[src/rtl/w_shift_pkg.sv]
// Shared types and constants for the W'/W digit shifter and its LCD scanner.
// Latency: n/a (declarations only).
// Backpressure: n/a.
//
// Contents:
//   w_cmd_t      - W-family command encoding driven by the instruction decoder
//   scan_state_t - digit scanner FSM states
//   W_PLA_DATA   - 32x4 SM5a segment PLA table (only with W_SHIFT_PLA_EN)
//   pla_lookup   - PLA digit including the m' OR-in (only with W_SHIFT_PLA_EN)
package w_shift_pkg;

    typedef enum logic [2:0] {
        CMD_NOP  = 3'd0,
        CMD_WR   = 3'd1,
        CMD_WS   = 3'd2,
        CMD_DTW  = 3'd3,
        CMD_PDTW = 3'd4,
        CMD_PTW  = 3'd5,
        CMD_TW   = 3'd6,
        CMD_CLR  = 3'd7
    } w_cmd_t;

    typedef enum logic [1:0] {
        SCAN_IDLE = 2'd0,
        SCAN_RUN  = 2'd1,
        SCAN_DONE = 2'd2
    } scan_state_t;

`ifdef W_SHIFT_PLA_EN
    // Index is {lcd_cn, acc}; the lower half serves CN=0, the upper half CN=1.
    localparam logic [3:0] W_PLA_DATA [32] = '{
        4'hE, 4'h0, 4'hC, 4'h8, 4'h2, 4'hA, 4'hE, 4'h2,
        4'hE, 4'hA, 4'h0, 4'h0, 4'h2, 4'hA, 4'h2, 4'h2,
        4'hB, 4'h9, 4'h7, 4'hF, 4'hD, 4'hE, 4'hE, 4'hB,
        4'hF, 4'hF, 4'h4, 4'h0, 4'hD, 4'hE, 4'h4, 4'h0
    };

    // m' only contributes to bit 0, and only for the CN=0 half of the table.
    function automatic logic [3:0] pla_lookup(
        input logic       cn,
        input logic [3:0] acc,
        input logic       m_prime
    );
        return W_PLA_DATA[{cn, acc}] | {3'b000, ~cn & m_prime};
    endfunction
`endif

endpackage

[src/rtl/w_digit_scanner.sv]
// Snapshot-based scanner: streams W_LEN captured W digits to the LCD path, one per clock.
// Latency: first digit the cycle after scan_start, scan_done W_LEN+1 cycles after it.
// Backpressure: none; scan_start while busy is dropped, the stream cannot be stalled.
//
// Ports:
//   clk, reset       - clock, synchronous active-high reset
//   scan_start       - request a scan (honoured only in IDLE)
//   w_src            - flattened live W, captured into the shadow copy on start
//   scan_valid       - scan_index/scan_digit valid
//   scan_index       - digit position being streamed
//   scan_digit       - shadow digit value
//   scan_done        - one-cycle pulse after the last digit
//   scan_busy        - FSM is not IDLE
module w_digit_scanner
    import w_shift_pkg::*;
#(
    parameter int W_LEN = 9,
    parameter int IDX_W = $clog2(W_LEN)
) (
    input  logic                 clk,
    input  logic                 reset,
    input  logic                 scan_start,
    input  logic [W_LEN*4-1:0]   w_src,
    output logic                 scan_valid,
    output logic [IDX_W-1:0]     scan_index,
    output logic [3:0]           scan_digit,
    output logic                 scan_done,
    output logic                 scan_busy
);

    localparam logic [IDX_W-1:0] LAST_IDX = IDX_W'(W_LEN - 1);

    scan_state_t      state_q;
    logic [3:0]       shadow_q [W_LEN];
    logic [IDX_W-1:0] idx_q;
    logic [IDX_W-1:0] idx_nxt;
    logic             valid_q;
    logic [3:0]       digit_q;
    logic             done_q;
    logic             busy_q;

    assign idx_nxt = idx_q + 1'b1;

    // All outputs are registered: the digit for the next index is loaded
    // alongside the index itself, so digit and index always move together.
    always_ff @(posedge clk) begin
        if (reset) begin
            state_q <= SCAN_IDLE;
            idx_q   <= '0;
            valid_q <= 1'b0;
            digit_q <= 4'h0;
            done_q  <= 1'b0;
            busy_q  <= 1'b0;
            for (int i = 0; i < W_LEN; i++) begin
                shadow_q[i] <= 4'h0;
            end
        end else begin
            case (state_q)
                SCAN_IDLE: begin
                    done_q <= 1'b0;
                    if (scan_start) begin
                        for (int i = 0; i < W_LEN; i++) begin
                            shadow_q[i] <= w_src[4*i +: 4];
                        end
                        idx_q   <= '0;
                        digit_q <= w_src[3:0];
                        valid_q <= 1'b1;
                        busy_q  <= 1'b1;
                        state_q <= SCAN_RUN;
                    end
                end
                SCAN_RUN: begin
                    if (idx_q == LAST_IDX) begin
                        // Index parks on the last digit until IDLE clears it.
                        valid_q <= 1'b0;
                        digit_q <= 4'h0;
                        done_q  <= 1'b1;
                        state_q <= SCAN_DONE;
                    end else begin
                        idx_q   <= idx_nxt;
                        digit_q <= shadow_q[idx_nxt];
                    end
                end
                SCAN_DONE: begin
                    done_q  <= 1'b0;
                    busy_q  <= 1'b0;
                    idx_q   <= '0;
                    state_q <= SCAN_IDLE;
                end
                default: begin
                    state_q <= SCAN_IDLE;
                    idx_q   <= '0;
                    valid_q <= 1'b0;
                    done_q  <= 1'b0;
                    busy_q  <= 1'b0;
                end
            endcase
        end
    end

    assign scan_valid = valid_q;
    assign scan_index = idx_q;
    assign scan_digit = digit_q;
    assign scan_done  = done_q;
    assign scan_busy  = busy_q;

endmodule

[src/rtl/w_shift_unit.sv]
// W'/W digit shifter executing the W-family instructions, plus the LCD digit scanner.
// Latency: commands update w_prime/w_main one cycle after cmd_en; scan timing per w_digit_scanner.
// Backpressure: none; one command accepted every cycle, no busy state.
//
// Build option: W_SHIFT_PLA_EN compiles in the segment PLA so DTW/PDTW load
// PLA digits; without it DTW/PDTW are no-ops (SM510-class cores).
//
// Ports:
//   clk, reset             - clock, synchronous active-high reset
//   cmd_en, cmd            - command strobe and w_cmd_t opcode
//   acc, lcd_cn, m_prime   - accumulator and PLA select/modifier flags
//   scan_start             - start an LCD scan of W
//   w_main, w_prime        - flattened W and W' (digit i at [4i+3:4i])
//   scan_valid/index/digit - streamed digit
//   scan_done, scan_busy   - scan completion pulse and activity flag
module w_shift_unit
    import w_shift_pkg::*;
#(
    parameter int W_LEN = 9,
    parameter int IDX_W = $clog2(W_LEN)
) (
    input  logic                 clk,
    input  logic                 reset,
    input  logic                 cmd_en,
    input  logic [2:0]           cmd,
    input  logic [3:0]           acc,
    input  logic                 lcd_cn,
    input  logic                 m_prime,
    input  logic                 scan_start,
    output logic [W_LEN*4-1:0]   w_main,
    output logic [W_LEN*4-1:0]   w_prime,
    output logic                 scan_valid,
    output logic [IDX_W-1:0]     scan_index,
    output logic [3:0]           scan_digit,
    output logic                 scan_done,
    output logic                 scan_busy
);

    logic [3:0] wp_q [W_LEN];
    logic [3:0] wp_d [W_LEN];
    logic [3:0] w_q  [W_LEN];
    logic [3:0] w_d  [W_LEN];

    w_cmd_t     cmd_e;
    logic       shift_en;
    logic [3:0] shift_val;

    assign cmd_e = w_cmd_t'(cmd);

`ifdef W_SHIFT_PLA_EN
    logic [3:0] pla_digit;
    assign pla_digit = pla_lookup(lcd_cn, acc, m_prime);
`else
    // PLA select inputs have no function on PLA-less cores.
    logic unused_pla_inputs;
    assign unused_pla_inputs = ^{lcd_cn, m_prime};
`endif

    // Which value, if any, enters W' at the top digit via a full shift.
    always_comb begin
        shift_en  = 1'b0;
        shift_val = 4'h0;
        if (cmd_en) begin
            case (cmd_e)
                CMD_WR: begin
                    shift_en  = 1'b1;
                    shift_val = acc & 4'h7;
                end
                CMD_WS: begin
                    shift_en  = 1'b1;
                    shift_val = acc | 4'h8;
                end
`ifdef W_SHIFT_PLA_EN
                CMD_DTW: begin
                    shift_en  = 1'b1;
                    shift_val = pla_digit;
                end
`endif
                default: begin
                    shift_en  = 1'b0;
                    shift_val = 4'h0;
                end
            endcase
        end
    end

    always_comb begin
        wp_d = wp_q;
        w_d  = w_q;
        if (shift_en) begin
            // Digits move toward index 0; the new digit lands at the top.
            for (int i = 0; i < W_LEN - 1; i++) begin
                wp_d[i] = wp_q[i+1];
            end
            wp_d[W_LEN-1] = shift_val;
        end else if (cmd_en) begin
            case (cmd_e)
`ifdef W_SHIFT_PLA_EN
                CMD_PDTW: begin
                    wp_d[W_LEN-2] = wp_q[W_LEN-1];
                    wp_d[W_LEN-1] = pla_digit;
                end
`endif
                CMD_PTW: begin
                    w_d[W_LEN-1] = wp_q[W_LEN-1];
                    w_d[W_LEN-2] = wp_q[W_LEN-2];
                end
                CMD_TW: begin
                    w_d = wp_q;
                end
                CMD_CLR: begin
                    for (int i = 0; i < W_LEN; i++) begin
                        wp_d[i] = 4'h0;
                    end
                end
                default: begin
                end
            endcase
        end
    end

    always_ff @(posedge clk) begin
        if (reset) begin
            for (int i = 0; i < W_LEN; i++) begin
                wp_q[i] <= 4'h0;
                w_q[i]  <= 4'h0;
            end
        end else begin
            wp_q <= wp_d;
            w_q  <= w_d;
        end
    end

    for (genvar g = 0; g < W_LEN; g++) begin : g_flat
        assign w_prime[4*g +: 4] = wp_q[g];
        assign w_main[4*g +: 4]  = w_q[g];
    end

    // The scanner samples the registered W, so a TW in the start cycle is
    // not yet visible to the snapshot.
    w_digit_scanner #(
        .W_LEN (W_LEN),
        .IDX_W (IDX_W)
    ) u_scanner (
        .clk        (clk),
        .reset      (reset),
        .scan_start (scan_start),
        .w_src      (w_main),
        .scan_valid (scan_valid),
        .scan_index (scan_index),
        .scan_digit (scan_digit),
        .scan_done  (scan_done),
        .scan_busy  (scan_busy)
    );

endmodule

[config.mk]
export PLATFORM = sky130hd
export DESIGN_NAME = w_shift_unit
export DESIGN_NICKNAME = d
export VERILOG_FILES = /design/src/rtl/w_shift_pkg.sv /design/src/rtl/w_digit_scanner.sv /design/src/rtl/w_shift_unit.sv
export SDC_FILE = /design/constraint.sdc
export NUM_CORES = 1
export LEC_CHECK = 0
export ABC_AREA = 1
export CORE_ASPECT_RATIO = 1.2
export CORE_MARGIN = 2
export CORE_UTILIZATION = 35
export DETAILED_ROUTE_END_ITERATION = 8
export GPL_TIMING_DRIVEN = 0
export PLACE_DENSITY_LB_ADDON = 0.25
export REMOVE_ABC_BUFFERS = 1
export SETUP_SLACK_MARGIN = 0.2
export SLEW_MARGIN = 20
export SYNTH_ARGS = -nofsm -noshare
export SYNTH_HDL_FRONTEND = slang
export SYNTH_HIERARCHICAL = 1
export SYNTH_SLANG_ARGS = --single-unit
[constraint.sdc]
create_clock -name clk -period 2 [get_ports clk]
set_input_delay 0.3 -clock clk [delete_from_list [all_inputs] [get_ports clk]]
set_output_delay 0.3 -clock clk [all_outputs]
set_load 0.02 [all_outputs]
# After elaboration in Yosys (flattened, before gate mapping)
# Memories as Yosys holds them, arrays and structs flattened.
# Index checks and enable logic that the tools add are counted.
# word_totals
register_bits	85
latch_bits	0
ram_bits	36
romBits	0
output_inout_bits	83
word_cells	99
memories	1
# classes
n_addsub	1
n_mul	0
div_mod_pow	0
n_lt_le_gt_ge	0
n_eq_ne	11
shifts	0
n_mux	35
n_bitwise	12
n_reduce_logical	15
# mem_list
name	words	word_bits	rd	rd_ports_with_merged_regs	write_ports	line_no	source
u_scanner.shadow_q	9	4	1	0	9	w_digit_scanner.sv:34	logic [3:0] shadow_q [W_LEN];
# op_table
op	count
$mux W36	3
$mux W4	14
$pmux W4 S2	3
$mux W1	10
$reduce_and A2 Y1	5
$eq A3 B3 Y1 const B	3
$or A1 B1 Y1	9
$reduce_and A3 Y1	3
$reduce_bool A2 Y1	3
$reduce_or A2 Y1	3
$add A4 B1 Y4 const B	1
$eq A4 B4 Y1 const B	1
$mux W2	2
$ne A2 B2 Y1 const B	2
$pmux W2 S2	1
$eq A3 B1 Y1 const B	1
$eq A3 B2 Y1 const B	1
$not A1 Y1	3
$pmux W1 S3	1
$eq A2 B1 Y1 const B	1
$eq A2 B2 Y1 const B	1
$logic_not A2 Y1	1
$ne A2 B1 Y1 const B	1
$pmux W1 S2	1

# Depth between registers and ports, before layout
# Gate-level depths: netlist of the first run.
# logic_depth
ltp_word	6
mapped_depth	10

# By module
# The synthesis of the first run kept the hierarchy.
# by_module_without_submodules
module	instances	cells_per_inst	area_each_um2	seq_area_each_um2
w_shift_unit	1	328	2672.6	1441.4
w_digit_scanner	1	268	2374.8	1341.3

# Least setup slack after synthesis of the first run
# OpenSTA, ideal clock, no wires.
# synth_timing
path_kind	register to register
from	register u_scanner.idx_q[0] (netlist: u_scanner/scan_index[0])
to	register u_scanner.digit_q[0] (netlist: u_scanner/scan_digit[0])
setup_time_ns	0.122
t_arrival_ns	1.644
required_time_ns	1.878
setup_slack_ns	0.234
path_stages_with_launch	11
n_path_buf	2
period_less_slack_ns	1.766
cell_sequence	dfxtp_1 inv_2 buf_4 ha_1 buf_2 inv_2 nand3_1 nand3_1 nand3_1 nand2_1 a21oi_2
# synth_via
elab_chain_cells	4
# synth_lines
element	line_no	source
start: declaration	w_digit_scanner.sv:35	logic [IDX_W-1:0] idx_q;
start signal: assignment	w_digit_scanner.sv:80	idx_q <= idx_nxt;
$add A4 B1 Y4	w_digit_scanner.sv:42	assign idx_nxt = idx_q + 1'b1;
$mem_v2 Z9 W4	--	
$mux W4 (*)	w_digit_scanner.sv:73	if (idx_q == LAST_IDX) begin
$pmux W4 S2 (*)	w_digit_scanner.sv:58	case (state_q)
end signal: assignment	w_digit_scanner.sv:66	digit_q <= w_src[3:0];
end signal: assignment	w_digit_scanner.sv:81	digit_q <= shadow_q[idx_nxt];
end: declaration	w_digit_scanner.sv:38	logic [3:0] digit_q;
# Every way passes the cells marked *; elsewhere a longest branch is shown, timed or not.
# A chain may end at the register's enable or synchronous reset.

# Worst setup path after layout of the first run
# layout_timing
from	input cmd[2]
to	register wp_q, in the netlist w_prime[9]
# layout_via
elab_chain_cells	6
# layout_lines
element	line_no	source
start: declaration	w_shift_unit.sv:25	input logic [2:0] cmd,
$eq A3 B2 Y1 / $eq A3 B1 Y1 (equally long branches)	w_shift_unit.sv:64	case (cmd_e)
$reduce_or A2 Y1 (no source line)	--	
$mux W1	w_shift_unit.sv:64	
$mux W1	w_shift_unit.sv:63	if (cmd_en) begin
$reduce_bool A2 Y1 (no source line)	--	
$reduce_and A2 Y1 (no source line)	--	
end signal: assignment	w_shift_unit.sv:129	wp_q <= wp_d;
end: declaration	w_shift_unit.sv:39	logic [3:0] wp_q [W_LEN];
# Several ways; a longest one is shown, not always the timed one.

==> flow_summary.ini, run 1 <==
[run_status]
status = completed

[die]
die_height_um = 135.6
floorplan.initialDensity_pct = 35.46
die_area_mm2 = 0.01540
die_x_um = 113.6
num_rows = 48
core_area_mm2 = 0.01423
io_pins = 96

[power_and_ir_drop]
power_density_mw_per_mm2 = 931.6
finalPower_mw = 6.325
ir_worst_vdd_mv = 0.4751
leakagePower_nw = 2.621

[routing]
num_vias = 4439
drt_wl_total_mm = 14.44
postRouteAntennaNets = 0
drt_iter0_markers = 299
first_pass_iters = 5
via_per_inst = 5.067
post_drt_wl_per_cell_um = 16.48
drc = 0

[global_route]
grt_max_degree = 40
met2_usage_pct = 32.04
grt_pass1_wl_mm = 22.54
overflow = 0
grt_pass1_vias = 4226
track_usage_pct = 18.88
grt_use_met3_pct = 4.295
grt_use_met1_pct = 23.77
busiest_layer = met2
antenna_found_initial = 0

[timing]
worst_slack_ns = 0.2297
whs_ns = 0.3181
setup_viol = 0
finalSetupTns_ns = 0
hold_viol = 0
clock_skew_ns = 0.009830
period_needed_ns = 1.770
rsz0062_at_grt = no
worst_slew_pin_slew_ns = 1.024
fmax_mhz = 564.9
slew_headroom_pct = 31.67
slew_violations = 0
period_share_pct = 88.52

[min_path]
min_from = reset
whs_endpoint = w_prime[22]
hold_class = in2reg
worstHoldPathCells = 3

[worst_setup_path]
cp_max_fo = 18
arrival_ns = 2.06
cp_slowest_stage_delay_ns = 0.65
critPathCaptureType = flop
ff2ff_setup_slack_ns = 0.34
crit_buf_inv = 2
path_class = in2reg
crit_path_start_kind = input port
cp_top_family = buffers and inverters
r2r_start = u_scanner/scan_index[1]
r2r_cells = 8
reg2reg_to = u_scanner/scan_digit[2]
worstPathRequired_ns = 2.29
cp_slowest_cell = clkdlybuf4s50_1
worstPathCellList = clkdlybuf4s50_1 > nand2_1 > inv_2 > nand3_4 > nand3_1 > a21oi_1

[layout]
drive_gt1_share_pct = 10.84
n_antenna_cell = 0
postLayoutCoreUtil_pct = 47.70
syn_to_final_growth_pct = 34.51
nFillCells = 1384
nNetsFinal = 703

[synth]
ys_types = 26
synthAdderAreaFrac_pct = 0.4958
synthCells = 596
synth_seq_cells = 121
synth_compound_area_share_pct = 9.395
ys_warn_count = 6
synth_top_family_by_area = simple AND/OR/NAND/NOR gates
synth_xor_area_share_pct = 0
avgSynthCellArea_um2 = 8.469
synth_simple_gate_area_share_pct = 26.15
syn-cell-area_mm2 = 0.005047
ys_seq_area_share_pct = 55.13
synthMuxAreaShare_pct = 0

[clock_tree]
path_clk_slew_ns = 0.05
tritoncts = done
root_buffer = clkbuf_16
insertion_delay_ns = 0.41
numCtsBuffers = 17
htreeDepth = 4
clockBufferDepth = 2
clock-sinks = 121

[run]
maxCapViolCount = 0

[placement]
dp_slack_ns = -0.7476
io_buffers = 92
dp_hpwl_mm = 8.196
globalplace.congestion = 0.7936
## worst register-to-register path, cell delays in order, from the launching register on
cell,delay (ns)
dfxtp_1,0.48
inv_1,0.13
ha_4,0.28
inv_2,0.20
nand3_1,0.12
nand3_1,0.12
nand3_1,0.08
nand2_1,0.09
a21oi_2,0.05
## layout make-up
class	instances	area, um2	share of cell area (%)
tap	175	219.0	3.225
multi-input combinational	387	1931	28.44
inverter	59	226.5	3.336
clock inverter	7	60.06	0.8846
sequential	121	2786	41.04
clock buffer	25	528.0	7.777
timing repair buffer	102	1039	15.30
## routing by layer
layer	up-vias	share of wire [%]
met3	8	5.7
met2	153	51
met1	2108	42
met4	0	1.0
met5	-	0
li1	2170	-
## state kept, by name (all words and copies together) (netlist names)
| name | count |
|---|---|
| u_scanner/scan_digit | 4 |
| u_scanner/state_q | 2 |
| u_scanner/scan_busy | 1 |
| u_scanner/scan_index | 4 |
| u_scanner/shadow_q | 36 |
| u_scanner/scan_valid | 1 |
| w_prime | 36 |
| u_scanner/scan_done | 1 |
| w_main | 36 |
## where the power goes
part	switching [mW]	total, mW	internal (mW)	leakage [nW]
Clock	1.04	2.99	1.94	0.297
Sequential	0.0602	2.69	2.63	1.08
Combinational	0.418	0.648	0.229	1.24
Total	1.52	6.32	4.80	2.62
## worst max-delay path by stage
stage,startpoint,to,slack (ns),cells past startpoint
after floorplan,u_scanner/scan_index[0],u_scanner/scan_digit[0],-0.09,8
after detailed placement,u_scanner/scan_index[0],u_scanner/scan_digit[2],-0.75,8
final,cmd[2],w_prime[9],0.23,6
after global routing,cmd[0],w_main[30],0.19,8
after global placement,reset,u_scanner/shadow_q[5][2],-2.01,3
after CTS,cmd[0],w_main[31],0.17,8
## what timing repair did
action | in CTS | in global routing
cloned | 3 | 1
setup buffers | 2 | 6
hold buffers | 0 | 0
endpoints found under the setup margin | 80 | 61
resized for setup | 14 | 10
pin swaps | 2 | 2
## cells in the final DEF, fill, tap and decap left out, types with 2 or more instances in the layout
master,count
clkdlybuf4s50_1,84
clkbuf_16,19
buf_12,3
nor2_4,5
nand2_1,49
inv_2,5
a21oi_1,40
dfxtp_1,84
nand2_4,2
o21ai_1,15
inv_1,52
nand3_1,105
dlymetal6s2s_1,3
o21ai_0,31
nand2_2,7
clkinv_2,6
nor2_1,113
nand3_2,3
inv_4,2
nand2_8,2
dlygate4sd2_1,4
nand3b_1,4
clkbuf_8,3
buf_4,6
edfxtp_1,36
clkbuf_1,3
a21oi_2,4
nand3_4,2
## per-stage QoR
step,area [um2],std cells
after global placement,5963,830
after floorplan,4823,563
after global routing,6789,876
after CTS,6683,869
after detailed placement,6006,832
final,6789,876
## kinds of logic after synthesis
kind of cell,Yosys count
adder cells (fa/ha/maj),2
AND/OR/NAND/NOR,290
flip-flops,121
buffers and inverters,92
AO/OA/AOI/OAI,91
## synthesized netlist by cell type, drive strengths merged
master	instances	area [um2]
a21oi	44	235.2
buf	27	201.5
clkbuf	6	22.52
dfxtp	85	1702
edfxtp	36	1081
ha	2	25.02
inv	59	221.5
nand2	59	249.0
nand3	109	560.5
nand3b	4	30.03
nand4	1	21.27
nor2	117	459.2
o21ai	46	230.2
o32ai	1	8.760
Power figures use the tool's default switching activity.
==> inputs of run 2 (changes only) <==
--- a/config.mk
+++ b/config.mk
@@ -19,3 +19,4 @@
 export SYNTH_HDL_FRONTEND = slang
 export SYNTH_HIERARCHICAL = 1
 export SYNTH_SLANG_ARGS = --single-unit
+export TNS_END_PERCENT = 10
==> constraint.sdc (replaced) <==
create_clock -name clk -period 1.4 [get_ports clk]
set_input_delay 0.21 -clock clk [delete_from_list [all_inputs] [get_ports clk]]
set_output_delay 0.21 -clock clk [all_outputs]
set_load 0.02 [all_outputs]
==> flow_summary.ini, run 2 (synthesis gave the netlist of run 1 again) <==
[timing]
worst_slew_pin_slew_ns = 0.6732
period_needed_ns = 1.399
finalSetupTns_ns = 0
hold_viol = 0
period_share_pct = 99.94
clock_skew_ns = 0.01075
rsz0062_at_grt = yes
fmax_mhz = 714.7
worst_slack_ns = 0.0007976
slew_headroom_pct = 55.01
setup_viol = 0
slew_violations = 0

[routing]
post_drt_wl_per_cell_um = 18.62
drt_iter0_markers = 323
postRouteAntennaNets = 0
drc = 0
first_pass_iters = 5
via_per_inst = 5.275
drt_wl_total_mm = 16.77
num_vias = 4753

[die]
die_x_um = 113.6
floorplan.initialDensity_pct = 35.46
core_area_mm2 = 0.01423
die_area_mm2 = 0.01540
num_rows = 48
die_height_um = 135.6
io_pins = 96

[placement]
globalplace.congestion = 0.7936
dp_hpwl_mm = 8.196
dp_cells = 832
io_buffers = 92
dp_slack_ns = -1.348

[worst_setup_path]
worstPathRequired_ns = 1.19
crit_path_start_kind = flop
path_class = reg2out
critPathCaptureType = output port
cp_max_fo = 3
arrival_ns = 1.19

[power_and_ir_drop]
p_switching_mw = 2.396
power_density_mw_per_mm2 = 1279
finalPower_mw = 9.365
ir_worst_vdd_mv = 0.6868
combinationalPowerShare_pct = 13.1
p_seq_share_pct = 41.1
swShare_pct = 25.59
pwr-share-clk_pct = 45.8
leakagePower_nw = 2.962
p_int_mw = 6.969

[clock_tree]
clock-sinks = 121
numCtsBuffers = 17
root_buffer = clkbuf_16
insertion_delay_ns = 0.41
htreeDepth = 4
tritoncts = done
path_clk_slew_ns = 0.06
clockBufferDepth = 2

[global_route]
track_usage_pct = 20.58
overflow = 0
antenna_found_initial = 0
grt_pass1_wl_mm = 24.27
grt_max_degree = 40
grt_pass1_vias = 4394

[layout]
final_common_cell = nor2_1
n_antenna_cell = 0
postLayoutCoreUtil_pct = 51.46
drive_gt1_share_pct = 38.84
nNetsFinal = 728
final_cell_mix = nor2_1 (86), nand3_1 (85), buf_4 (59)
instances_no_fill = 901
syn_to_final_growth_pct = 45.12

[run]
maxCapViolCount = 0

[min_path]
hold_class = in2reg

[run_status]
status = completed
[run 2: cell types whose count changed in the layout (fill, tap and decap cells not counted), sizes merged]
cell / change
clkbuf: +25
clkinvlp: +4
clkdlybuf4s50: -81
inv: -3
buf: +80
nand2: +2
dlymetal6s2s: -1
nand3: +1
clkdlybuf4s15: +1
dlygate4sd2: -3
[run 2: worst max-delay path, cell delays in order (launching register included)]
cell and delay (ns):
dfxtp_4 0.38, buf_4 0.14, buf_4 0.14, buf_6 0.12
[run 2: power by group through the flow]
stage	Clock, mW	Combinational (mW)	Sequential, mW
after global routing	4.48	1.31	3.86
after CTS	4.32	1.02	3.84
after detailed placement	0	0.805	3.93
final	4.29	1.23	3.85
after floorplan	0	0.392	3.98
after global placement	0	0.778	3.93
[run 2: layout make-up]
| class | count | area (um2) |
|---|---|---|
| tap | 175 | 219.0 |
| fill | 1301 | 6909 |
| clock inverter | 7 | 60.06 |
| multi-input combinational | 390 | 2397 |
| timing repair inverter | 1 | 7.507 |
| timing repair buffer | 123 | 1020 |
| clock buffer | 25 | 528.0 |
| inverter | 59 | 260.3 |
| sequential | 121 | 2833 |
[run 2: metal layers]
metal | up-vias | track usage, % | wire [um]
met3 | 25 | 5.593 | 1120
met5 | - | 0 | 0
met2 | 188 | 34.26 | 8486
met4 | 0 | 7.453 | 411
li1 | 2224 | - | -
met1 | 2316 | 25.67 | 6755
[run 2: metrics by stage]
stage               area [um2]  hold WS [ns]
CTS                       6973        0.2151
global placement          5963        0.4643
detailed placement        6006        0.4665
global route              7325        0.2547
floorplan                 4823        0.2791
finish                    7325        0.2505
[run 2: what timing repair did]
action / 4_1_cts / 5_1_grt
endpoints found under the setup margin: 239 / 237
gates resized for setup: 170 / 372
pin swaps: 27 / 42
cloned: 5 / 6
hold buffers: 0 / 0
setup buffers: 15 / 11
[run 2: worst paths after layout]
| check | from | to | slack [ns] | depth (start not counted) |
|---|---|---|---|---|
| min | reset | w_prime[6] | 0.25 | 3 |
| max | u_scanner/scan_index[0] | scan_index[0] | 0.0008 | 3 |
| max reg2reg | u_scanner/scan_index[0] | u_scanner/scan_digit[2] | 0.0008 | 8 |
| min reg2reg | u_scanner/scan_valid | u_scanner/scan_valid | 0.46 | 2 |
==> inputs of run 3 (changes only) <==
--- a/config.mk
+++ b/config.mk
@@ -9,8 +9,10 @@
 export CORE_ASPECT_RATIO = 1.2
 export CORE_MARGIN = 2
 export CORE_UTILIZATION = 35
+export CTS_CLUSTER_SIZE = 40
 export DETAILED_ROUTE_END_ITERATION = 8
 export GPL_TIMING_DRIVEN = 0
+export MAX_ROUTING_LAYER = met4
 export PLACE_DENSITY_LB_ADDON = 0.25
 export REMOVE_ABC_BUFFERS = 1
 export SETUP_SLACK_MARGIN = 0.2
==> flow_summary.ini, run 3 (synthesis gave the netlist of run 1 again) <==
[run_status]
status = finished, violations left
violations = negative setup slack

[placement]
dp_hpwl_mm = 8.196
dpl_cell_area_mm2 = 0.006006
globalplace.congestion = 0.8048
io_buffers = 92

[global_route]
track_usage_pct = 21.19
grt_pass1_wl_mm = 24.29
grt_max_degree = 40
grt_pass1_vias = 4401
overflow = 0
antenna_found_initial = 0

[routing]
drc = 0
post_drt_wl_per_cell_um = 18.55
first_pass_iters = 7
drt_iter0_markers = 349
num_vias = 4701
postRouteAntennaNets = 0
via_per_inst = 5.229
drt_wl_total_mm = 16.67

[worst_setup_path]
ff2ff_setup_slack_ns = 0.01
arrival_ns = 1.19
path_class = reg2out
cp_max_fo = 3
cpMostUsedCell = buf_4
cp_slowest_cell = dfxtp_4
cp_slowest_stage_delay_ns = 0.38
crit_buf_inv = 3
worstPathRequired_ns = 1.19
crit_path_start_kind = flop
worstPathCellList = buf_4 > buf_4 > buf_6
critPathCaptureType = output port
cp_top_family = buffers and inverters

[clock_tree]
tritoncts = done
path_clk_slew_ns = 0.06
clockBufferDepth = 2
insertion_delay_ns = 0.41
root_buffer = clkbuf_16
clock-sinks = 121
htreeDepth = 4
numCtsBuffers = 17
cts-hold-fix-buffers = 0

[layout]
final_common_cell = nor2_1
nNetsFinal = 726
final_area_mm2 = 0.007289
final_cell_mix = nor2_1 (86), nand3_1 (85), buf_4 (55), dfxtp_1 (55), inv_1 (47)
drive_gt1_share_pct = 38.67
syn_to_final_growth_pct = 44.42
n_antenna_cell = 0
postLayoutCoreUtil_pct = 51.21

[power_and_ir_drop]
pwr-share-clk_pct = 45.9
power_density_mw_per_mm2 = 1283
p_int_mw = 6.961
swShare_pct = 25.58
ir_worst_vdd_mv = 0.6887
combinationalPowerShare_pct = 13.0
p_switching_mw = 2.392
leakagePower_nw = 2.947
p_seq_share_pct = 41.1

[timing]
worst_slew_pin_slew_ns = 0.6567
slew_violations = 0
clock_skew_ns = 0.009159
worst_slack_ns = -0.0001136
rsz0062_at_grt = yes
fmax_mhz = 714.2
finalSetupTns_ns = -0.0001136
setup_viol = 1
slew_headroom_pct = 56.12
period_share_pct = 100.0
period_needed_ns = 1.400
hold_viol = 0

[die]
floorplan.initialDensity_pct = 35.46
io_pins = 96
die_height_um = 135.6
core_area_mm2 = 0.01423
die_x_um = 113.6
die_area_mm2 = 0.01540
num_rows = 48

[min_path]
hold_class = in2reg

[run]
maxCapViolCount = 0
[run 3: worst paths after layout]
kind / end / cells past startpoint / startpoint
max: scan_index[0] / 3 / u_scanner/scan_index[0]
min: w_prime[18] / 3 / reset
max reg2reg: u_scanner/scan_digit[2] / 8 / u_scanner/scan_index[0]
min reg2reg: u_scanner/scan_valid / 2 / u_scanner/scan_valid
[run 3: area by class of cell]
cell class / count / area, um2
fill: 1309 / 6944
sequential: 121 / 2833
multi-input combinational: 390 / 2397
timing repair buffer: 121 / 984.7
clock buffer: 25 / 528.0
inverter: 59 / 260.3
tap: 175 / 219.0
clock inverter: 7 / 60.06
timing repair inverter: 1 / 7.507
[run 3: worst min-delay path: stages]
cell and delay (ns):
buf_2 0.10, buf_12 0.24, a21oi_1 0.06
[run 3: repair_timing]
action	4_1_cts	5_1_grt
setup endpoints to repair	239	237
setup buffers	15	9
resized for setup	170	368
cloned	5	6
pin swaps	27	41
[run 3: per-stage QoR]
stage	hold slack, ns	total power, mW	instances	setup WS, ns
final	0.2489	9.353	899	-0.0001136
after global routing	0.2559	9.645	899	-0.04354
after CTS	0.2151	9.170	884	0.03563
after detailed placement	0.4665	4.737	832	-1.348
after global placement	0.4643	4.710	830	-2.516
after floorplan	0.2791	4.375	563	-0.6916
[run 3: power by group through the flow]
stage	Clock, mW	Sequential (mW)	Combinational (mW)
after global placement	0	3.93	0.778
after detailed placement	0	3.93	0.805
after global routing	4.48	3.86	1.30
after CTS	4.32	3.84	1.02
final	4.29	3.84	1.22
after floorplan	0	3.98	0.392
[run 3: per-layer routing]
| layer | up-vias | global-route usage, % | share of wire [%] |
|---|---|---|---|
| met5 | - | - | 0 |
| met4 | 0 | 8.266 | 2.3 |
| met3 | 22 | 4.877 | 6.6 |
| met2 | 197 | 34.30 | 51 |
| met1 | 2265 | 25.78 | 40 |
| li1 | 2217 | - | - |
